==> config.mk <==
export PLATFORM = sky130hd
export DESIGN_NAME = bcd_countdown_timer_flat
export DESIGN_NICKNAME = d
export VERILOG_FILES = /design/src/rtl/bcd_countdown_timer_if.sv /design/src/rtl/bcd_countdown_timer.sv /design/src/flat_wrapper.sv
export SDC_FILE = /design/constraint.sdc
export NUM_CORES = 1
export LEC_CHECK = 0
export BUFFER_PORTS_ARGS = -buffer_cell sky130_fd_sc_hd__buf_2
export CAP_MARGIN = 20
export CORE_UTILIZATION = 47
export CTS_BUF_LIST = sky130_fd_sc_hd__clkbuf_8
export DETAILED_ROUTE_END_ITERATION = 8
export PLACE_DENSITY = 0.78
export RECOVER_POWER = 25
export SLEW_MARGIN = 10
export SYNTH_ARGS = -nofsm -noshare
export SYNTH_HDL_FRONTEND = slang
export SYNTH_SLANG_ARGS = --single-unit
==> constraint.sdc <==
create_clock -name clk -period 2.1 [get_ports clk]
set_clock_uncertainty 0.2 [all_clocks]
set_input_delay 0.63 -clock clk [delete_from_list [all_inputs] [get_ports clk]]
set_output_delay 0.63 -clock clk [all_outputs]
set_load 0.01 [all_outputs]
==> src/rtl/bcd_countdown_timer_if.sv <==
// bcd_countdown_timer_if: preset/control inputs and count/status outputs of the BCD countdown timer.
interface bcd_countdown_timer_if #(
    parameter int NUM_DIGITS = 4
);
    logic [4*NUM_DIGITS-1:0] data;
    logic                    loadn;
    logic                    en;
    logic                    wrap;
    logic [4*NUM_DIGITS-1:0] digits;
    logic                    zero;
    logic                    tc;
    logic                    done;
    modport master (output data, loadn, en, wrap, input digits, zero, tc, done);
    modport slave  (input data, loadn, en, wrap, output digits, zero, tc, done);
endinterface

==> src/rtl/bcd_countdown_timer.sv <==
// bcd_countdown_timer: cascaded BCD down-counter with per-digit moduli, load clamping,
// saturate-or-wrap at zero and a registered done pulse.
module bcd_countdown_timer #(
    parameter int          NUM_DIGITS = 4,
    parameter logic [31:0] DIGIT_MAX  = 32'h0000_5959
) (
    input  logic                  clk,
    input  logic                  clrn,
    bcd_countdown_timer_if.slave  bus
);
    localparam int            W   = 4*NUM_DIGITS;
    localparam logic [W-1:0]  MAX = DIGIT_MAX[W-1:0];

    logic [W-1:0] digits_q, digits_d, dec, clamp;
    logic         done_q, done_d, zero;

    if (NUM_DIGITS < 1 || NUM_DIGITS > 8) begin : g_bad_n
        $error("bcd_countdown_timer: NUM_DIGITS must be 1..8");
    end

    for (genvar i = 0; i < NUM_DIGITS; i++) begin : g_digit
        logic [3:0] cur, mx, din;
        logic       borrow;
        assign cur = digits_q[4*i +: 4];
        assign mx  = MAX[4*i +: 4];
        assign din = bus.data[4*i +: 4];
        // A digit steps only when every lower digit is already zero.
        if (i == 0) begin : g_b0
            assign borrow = 1'b1;
        end else begin : g_bn
            assign borrow = digits_q[4*i-1:0] == '0;
        end
        assign dec[4*i +: 4]   = !borrow ? cur : cur == 4'd0 ? mx : cur - 4'd1;
        assign clamp[4*i +: 4] = din > mx ? mx : din;
        if (DIGIT_MAX[4*i +: 4] > 4'd9) begin : g_bad_max
            $error("bcd_countdown_timer: DIGIT_MAX nibble above 9");
        end
    end

    assign zero = digits_q == '0;

    always_comb begin
        digits_d = !bus.loadn ? clamp : !bus.en ? digits_q : !zero ? dec : bus.wrap ? MAX : '0;
        done_d   = bus.loadn && bus.en && !zero && dec == '0;
    end

    always_ff @(posedge clk) begin
        if (!clrn) begin
            digits_q <= '0;
            done_q   <= 1'b0;
        end else begin
            digits_q <= digits_d;
            done_q   <= done_d;
        end
    end

    assign bus.digits = digits_q;
    assign bus.zero   = zero;
    assign bus.tc     = zero && bus.en;
    assign bus.done   = done_q;
endmodule

==> src/flat_wrapper.sv <==
// flat-port wrapper written by rule: the top's interface ports become plain ports
module bcd_countdown_timer_flat 
#(
    parameter int          NUM_DIGITS = 4,
    parameter logic [31:0] DIGIT_MAX  = 32'h0000_5959
)
  (clk, clrn, bus_data, bus_loadn, bus_en, bus_wrap, bus_digits, bus_zero, bus_tc, bus_done);
  bcd_countdown_timer_if #(.NUM_DIGITS(NUM_DIGITS)) bus_i ();
  input  logic clk;
  input  logic clrn;
  input wire logic [$bits(bus_i.data)-1:0] bus_data;
  input wire logic [$bits(bus_i.loadn)-1:0] bus_loadn;
  input wire logic [$bits(bus_i.en)-1:0] bus_en;
  input wire logic [$bits(bus_i.wrap)-1:0] bus_wrap;
  output wire logic [$bits(bus_i.digits)-1:0] bus_digits;
  output wire logic [$bits(bus_i.zero)-1:0] bus_zero;
  output wire logic [$bits(bus_i.tc)-1:0] bus_tc;
  output wire logic [$bits(bus_i.done)-1:0] bus_done;
  assign bus_i.data = bus_data;
  assign bus_i.loadn = bus_loadn;
  assign bus_i.en = bus_en;
  assign bus_i.wrap = bus_wrap;
  assign bus_digits = bus_i.digits;
  assign bus_zero = bus_i.zero;
  assign bus_tc = bus_i.tc;
  assign bus_done = bus_i.done;
  bcd_countdown_timer #(.NUM_DIGITS(NUM_DIGITS), .DIGIT_MAX(DIGIT_MAX)) u_core (.clk(clk), .clrn(clrn), .bus(bus_i));
endmodule
---- Word-level counts from Yosys, hierarchy flattened ----
Cells that the tools add are included.
storage, ports and cells
  register bits ........................... 17
cells by class
  equal/unequal tests ..................... 1
  add/sub/neg operators ................... 4
  order comparisons ....................... 4
  reductions and logical operators ........ 13
  multiplexer cells ....................... 15
operators with widths
  kind                 count
  $mux 16              3
  $mux 4               11
  $logic_not 16->1     2
  $logic_not 4->1      4
  $sub 4x1->4 const B  4
  $mux 15              1
  $logic_not 12->1     1
  $gt 4x3->1 const B   2
  $gt 4x4->1 const B   2
  $logic_not 8->1      1
  $logic_and 1x1->1    4
  $ne 2x1->1 const B   1
  $logic_not 1->1      1

---- Longest topological paths before layout ----
  depth after elaboration ................. 6
  mapped depth ............................ 6
  mapped depth without buffers ............ 4

---- Worst setup path after synthesis ----
Ideal clock, no wire load.
  kind .................................... reg2out
  start point ............................. register u_core.digits_q[0], in the netlist u_core.bus.digits[0]
  end point ............................... output port bus_tc
  buffers on the path ..................... 2
  arrival ................................. 1595 ps
  slack ................................... -325 ps
  required time ........................... 1270 ps
  cell stages (with the launch flop) ...... 7
  cell sequence ........................... dfxtp_1 clkbuf_1 nor4_2 buf_2 nand4b_1 nor2_1 and2_1
between the ends
  word-level cells in the longest chain between the ends .. 2
RTL lines
  item                    RTL line                   RTL
  start, declared         bcd_countdown_timer.sv:14  logic [W-1:0] digits_q, digits_d, dec, clamp;
  start signal, assigned  bcd_countdown_timer.sv:52  digits_q <= digits_d;
  $logic_not 16->1        bcd_countdown_timer.sv:40  assign zero = digits_q == '0;
  named net bus_zero      flat_wrapper.sv:16         output wire logic [$bits(bus_i.zero)-1:0] bus_zero;
  $logic_and 1x1->1       bcd_countdown_timer.sv:59  assign bus.tc = zero && bus.en;
  end, declared           flat_wrapper.sv:17         output wire logic [$bits(bus_i.tc)-1:0] bus_tc;
The timed path passes the listed nets, and every way through them passes these cells.

---- Worst setup path after layout ----
  start point ............................. register u_core.digits_q[4], in the netlist u_core.bus.digits[4]
  end point ............................... output port bus_tc
between the ends
  word-level cells in the longest chain between the ends .. 2
RTL lines
  item               RTL line
  $logic_not 16->1   bcd_countdown_timer.sv:40
  $logic_and 1x1->1  bcd_countdown_timer.sv:59
No other way between the ends.

==> flow_summary.ini <==
[power]
p_switching_w = 0.0003422
clkPwrFrac_pct = 25.7
p_seq_share_pct = 38.2
power.density_nw_per_um2 = 582.0
total_leakage_power_nw = 0.7140
p_int_w = 0.0006321
p_comb_share_pct = 36.1
peakVddDrop_mv = 0.4120
swShare_pct = 35.13

[yosys]
synth_area_per_cell_um2 = 7.307
yosysSeqAreaShare_pct = 27.56
yosysTopAreaCellShare_pct = 27.56
synth_top_area_cell = dfxtp_1
netlist_area_um2 = 1235
ys_types = 51
synth_flop_cell = dfxtp_1
synth_area_leaders = dfxtp_1 (28%), nand2_1 (6.7%), nor2_1 (4.9%), o21ai_0 (4.5%), nand4_1 (2.5%)
yosysWarnings = 0
synth_fp_nets = 190
ys_seq_elements = 17
synth-async-reset-ratio_pct = 0
synth-edff-count = 0
syn_inst = 169

[layout]
fin_cells = 255
drive_gt1_share_pct = 33.78
mostFrequentLayoutCells = buf_2 (33), buf_4 (23), nand2_1 (22)
final_common_cell = buf_2
syn_to_final_growth_pct = 35.56
diodes = 0
finish.utilization_pct = 67.58
final_cell_area_um2 = 1674
fin_nets = 247

[routing]
drt.antenna.violating_nets = 0
drtIter0Drc = 77
num_vias = 1608
route.met2.wl_um = 2059
dr.max_layer_used = met4
met1_length_um = 1713
dr_wl_met3_um = 398
dr.pass1.iters = 4
drc = 0
wl_per_cell_um = 16.67
wirelength_um = 4250
vias_per_cell = 6.306

[critical_path]
r2r_cells = 7
required_ns = 1.27
slowest_delay_ns = 0.34
cp_num_cells = 5
path_max_fanout = 2
rrSetupSlack_ns = 0.10
r2r-end = u_core.bus.digits[14]$_SDFFE_PN0P_
criticalPathCategory = register to output pin
critPathTopFamily = simple AND/OR/NAND/NOR gates
endpoint_kind = output pin
arrival_ns = 1.42
path_buf_inv = 1
startpoint = u_core.bus.digits[4]$_SDFFE_PN0P_
worstSetupEndpoint = bus_tc
worstPathCellList = nor4_4 -> nand4b_1 -> nor2_2 -> and2_4 -> buf_6
r2r_start = u_core.bus.digits[4]$_SDFFE_PN0P_
crit_slowest_cell = dfxtp_2
cp-start-kind = register

[grt]
grt_pass1_wl_um = 6672
grt_usage_pct = 32.52
antenna_found_initial = 0
grt.overflow.total = 0
grt_pass1_vias = 1410
grt_max_degree = 17

[floorplan]
initial_utilization_pct = 49.85
io_pins = 40
die_h_um = 53.26
die_w_um = 53.26
rows = 18
core_area_um2 = 2477
dieArea_um2 = 2837

[clock_tree]
cts_sinks = 17
clkLatencyLatePin_ns = 0.25
tritoncts = done
cts_max_path_buffers = 2
cts_buffers = 3
cts.clk_slew.worst_paths_ns = 0.07
h-tree-depth = 1
clockRootBuffer = clkbuf_8

[sta]
setup_ws_ns = -0.1505
finalHoldViolations = 0
maxSlewHeadroom_pct = 71.38
setup_viol = 2
rsz0062_at_grt = yes
worst_pin_slew_ns = 0.4292
fmaxAchievable_ghz = 0.4443
min_period_over_period_pct = 107.2
maxSlewViolCount = 0
fin_tns_setup_ns = -0.2187
layout_min_cycle_time_ns = 2.250

[placed_design]
place.gp.congestion = 0.8557
placed_area_um2 = 1618
hpwlAfterDp_um = 3077
pre_cts_ws_ns = 0.06992
dpl.cell_count = 249
port_buffers = 39

[status]
status = complete, but fails checks
violations = setup timing

[worst_hold_path]
hold_path.class = register to register

[flow_run]
cap_violations = 0
[cells in the mapped netlist, types with 3 or more instances]
| master | number |
|---|---|
| a21oi_1 | 5 |
| nand4_1 | 5 |
| nor3_1 | 6 |
| nor2_1 | 16 |
| nor2b_1 | 3 |
| o22ai_1 | 5 |
| nand3_1 | 6 |
| nand2_1 | 22 |
| o211ai_1 | 4 |
| inv_1 | 5 |
| dfxtp_1 | 17 |
| o31ai_1 | 4 |
| o21ai_0 | 11 |
| clkbuf_1 | 8 |
[per-layer routing]
layer	track usage, %	up-vias
li1	-	753
met1	40.45	745
met2	54.79	100
met3	6.322	10
met4	11.40	0
met5	0	-
[timing repair]
item / in CTS / in global routing
endpoints found under the hold margin: 0 / 0
setup endpoints to repair: 2 / 2
pin swaps: 4 / 4
buffers inserted: 1 / 1
hold buffers: 0 / 0
cloned: 0 / 0
resized for setup: 4 / 2
[worst min-delay path, stage by stage, from the launching register on]
cell and delay (ns):
dfxtp_1 0.35, nand3_1 0.08, a21oi_1 0.04
[stage by stage]
step           hold WS, ns  power [W]
3_5_place_dp        0.2973  0.0007134
2_1_floorplan       0.3065  0.0005770
6_report            0.3174  0.0009743
5_1_grt             0.3818   0.001020
3_3_place_gp        0.2863  0.0007005
4_1_cts             0.3099  0.0009663
[worst min-delay path by stage]
stage	cells after the start	from	slack [ns]	to
global placement	2	u_core.bus.digits[15]$_SDFFE_PN0P_	0.29	u_core.bus.digits[15]$_SDFFE_PN0P_
floorplan	2	u_core.bus.digits[15]$_SDFFE_PN0P_	0.31	u_core.bus.digits[15]$_SDFFE_PN0P_
detailed placement	2	u_core.bus.digits[15]$_SDFFE_PN0P_	0.30	u_core.bus.digits[15]$_SDFFE_PN0P_
CTS	2	u_core.bus.digits[15]$_SDFFE_PN0P_	0.31	u_core.bus.digits[15]$_SDFFE_PN0P_
global route	2	u_core.bus.digits[15]$_SDFFE_PN0P_	0.38	u_core.bus.digits[15]$_SDFFE_PN0P_
finish	2	u_core.bus.digits[15]$_SDFFE_PN0P_	0.32	u_core.bus.digits[15]$_SDFFE_PN0P_
[state kept, by name (all words and copies together) (netlist names)]
register           flops
u_core.bus.digits     16
u_core.bus.done        1
[power by group through the flow]
| stage | clock (W) | sequential, W | combinational, W |
|---|---|---|---|
| global route | 0.000262 | 0.000375 | 0.000384 |
| finish | 0.000251 | 0.000372 | 0.000352 |
| floorplan | 0 | 0.000385 | 0.000192 |
| global placement | 0 | 0.000375 | 0.000326 |
| CTS | 0.000251 | 0.000370 | 0.000345 |
| detailed placement | 0 | 0.000377 | 0.000336 |
[cell type report]
| type | instances | area (µm²) |
|---|---|---|
| Multi-Input combinational cell | 136 | 850.8 |
| Fill cell | 216 | 803.3 |
| Timing Repair Buffer | 63 | 372.9 |
| Sequential cell | 17 | 349.1 |
| Clock buffer | 3 | 41.29 |
| Tap cell | 30 | 37.54 |
| Inverter | 5 | 18.77 |
| Clock inverter | 1 | 3.754 |
[logic make-up (layout without fill, tap and decap cells)]
kind of cell,after synthesis,in the layout,synth area share (%)
AND/OR/NAND/NOR,80,80,35.66
flip-flops,17,17,27.56
multiplexers,1,1,0.9118
buffers and inverters,16,72,5.066
XOR/XNOR,3,3,2.128
AO/OA/AOI/OAI,52,52,28.67
Note: power is estimated with default switching activity, not from simulation.
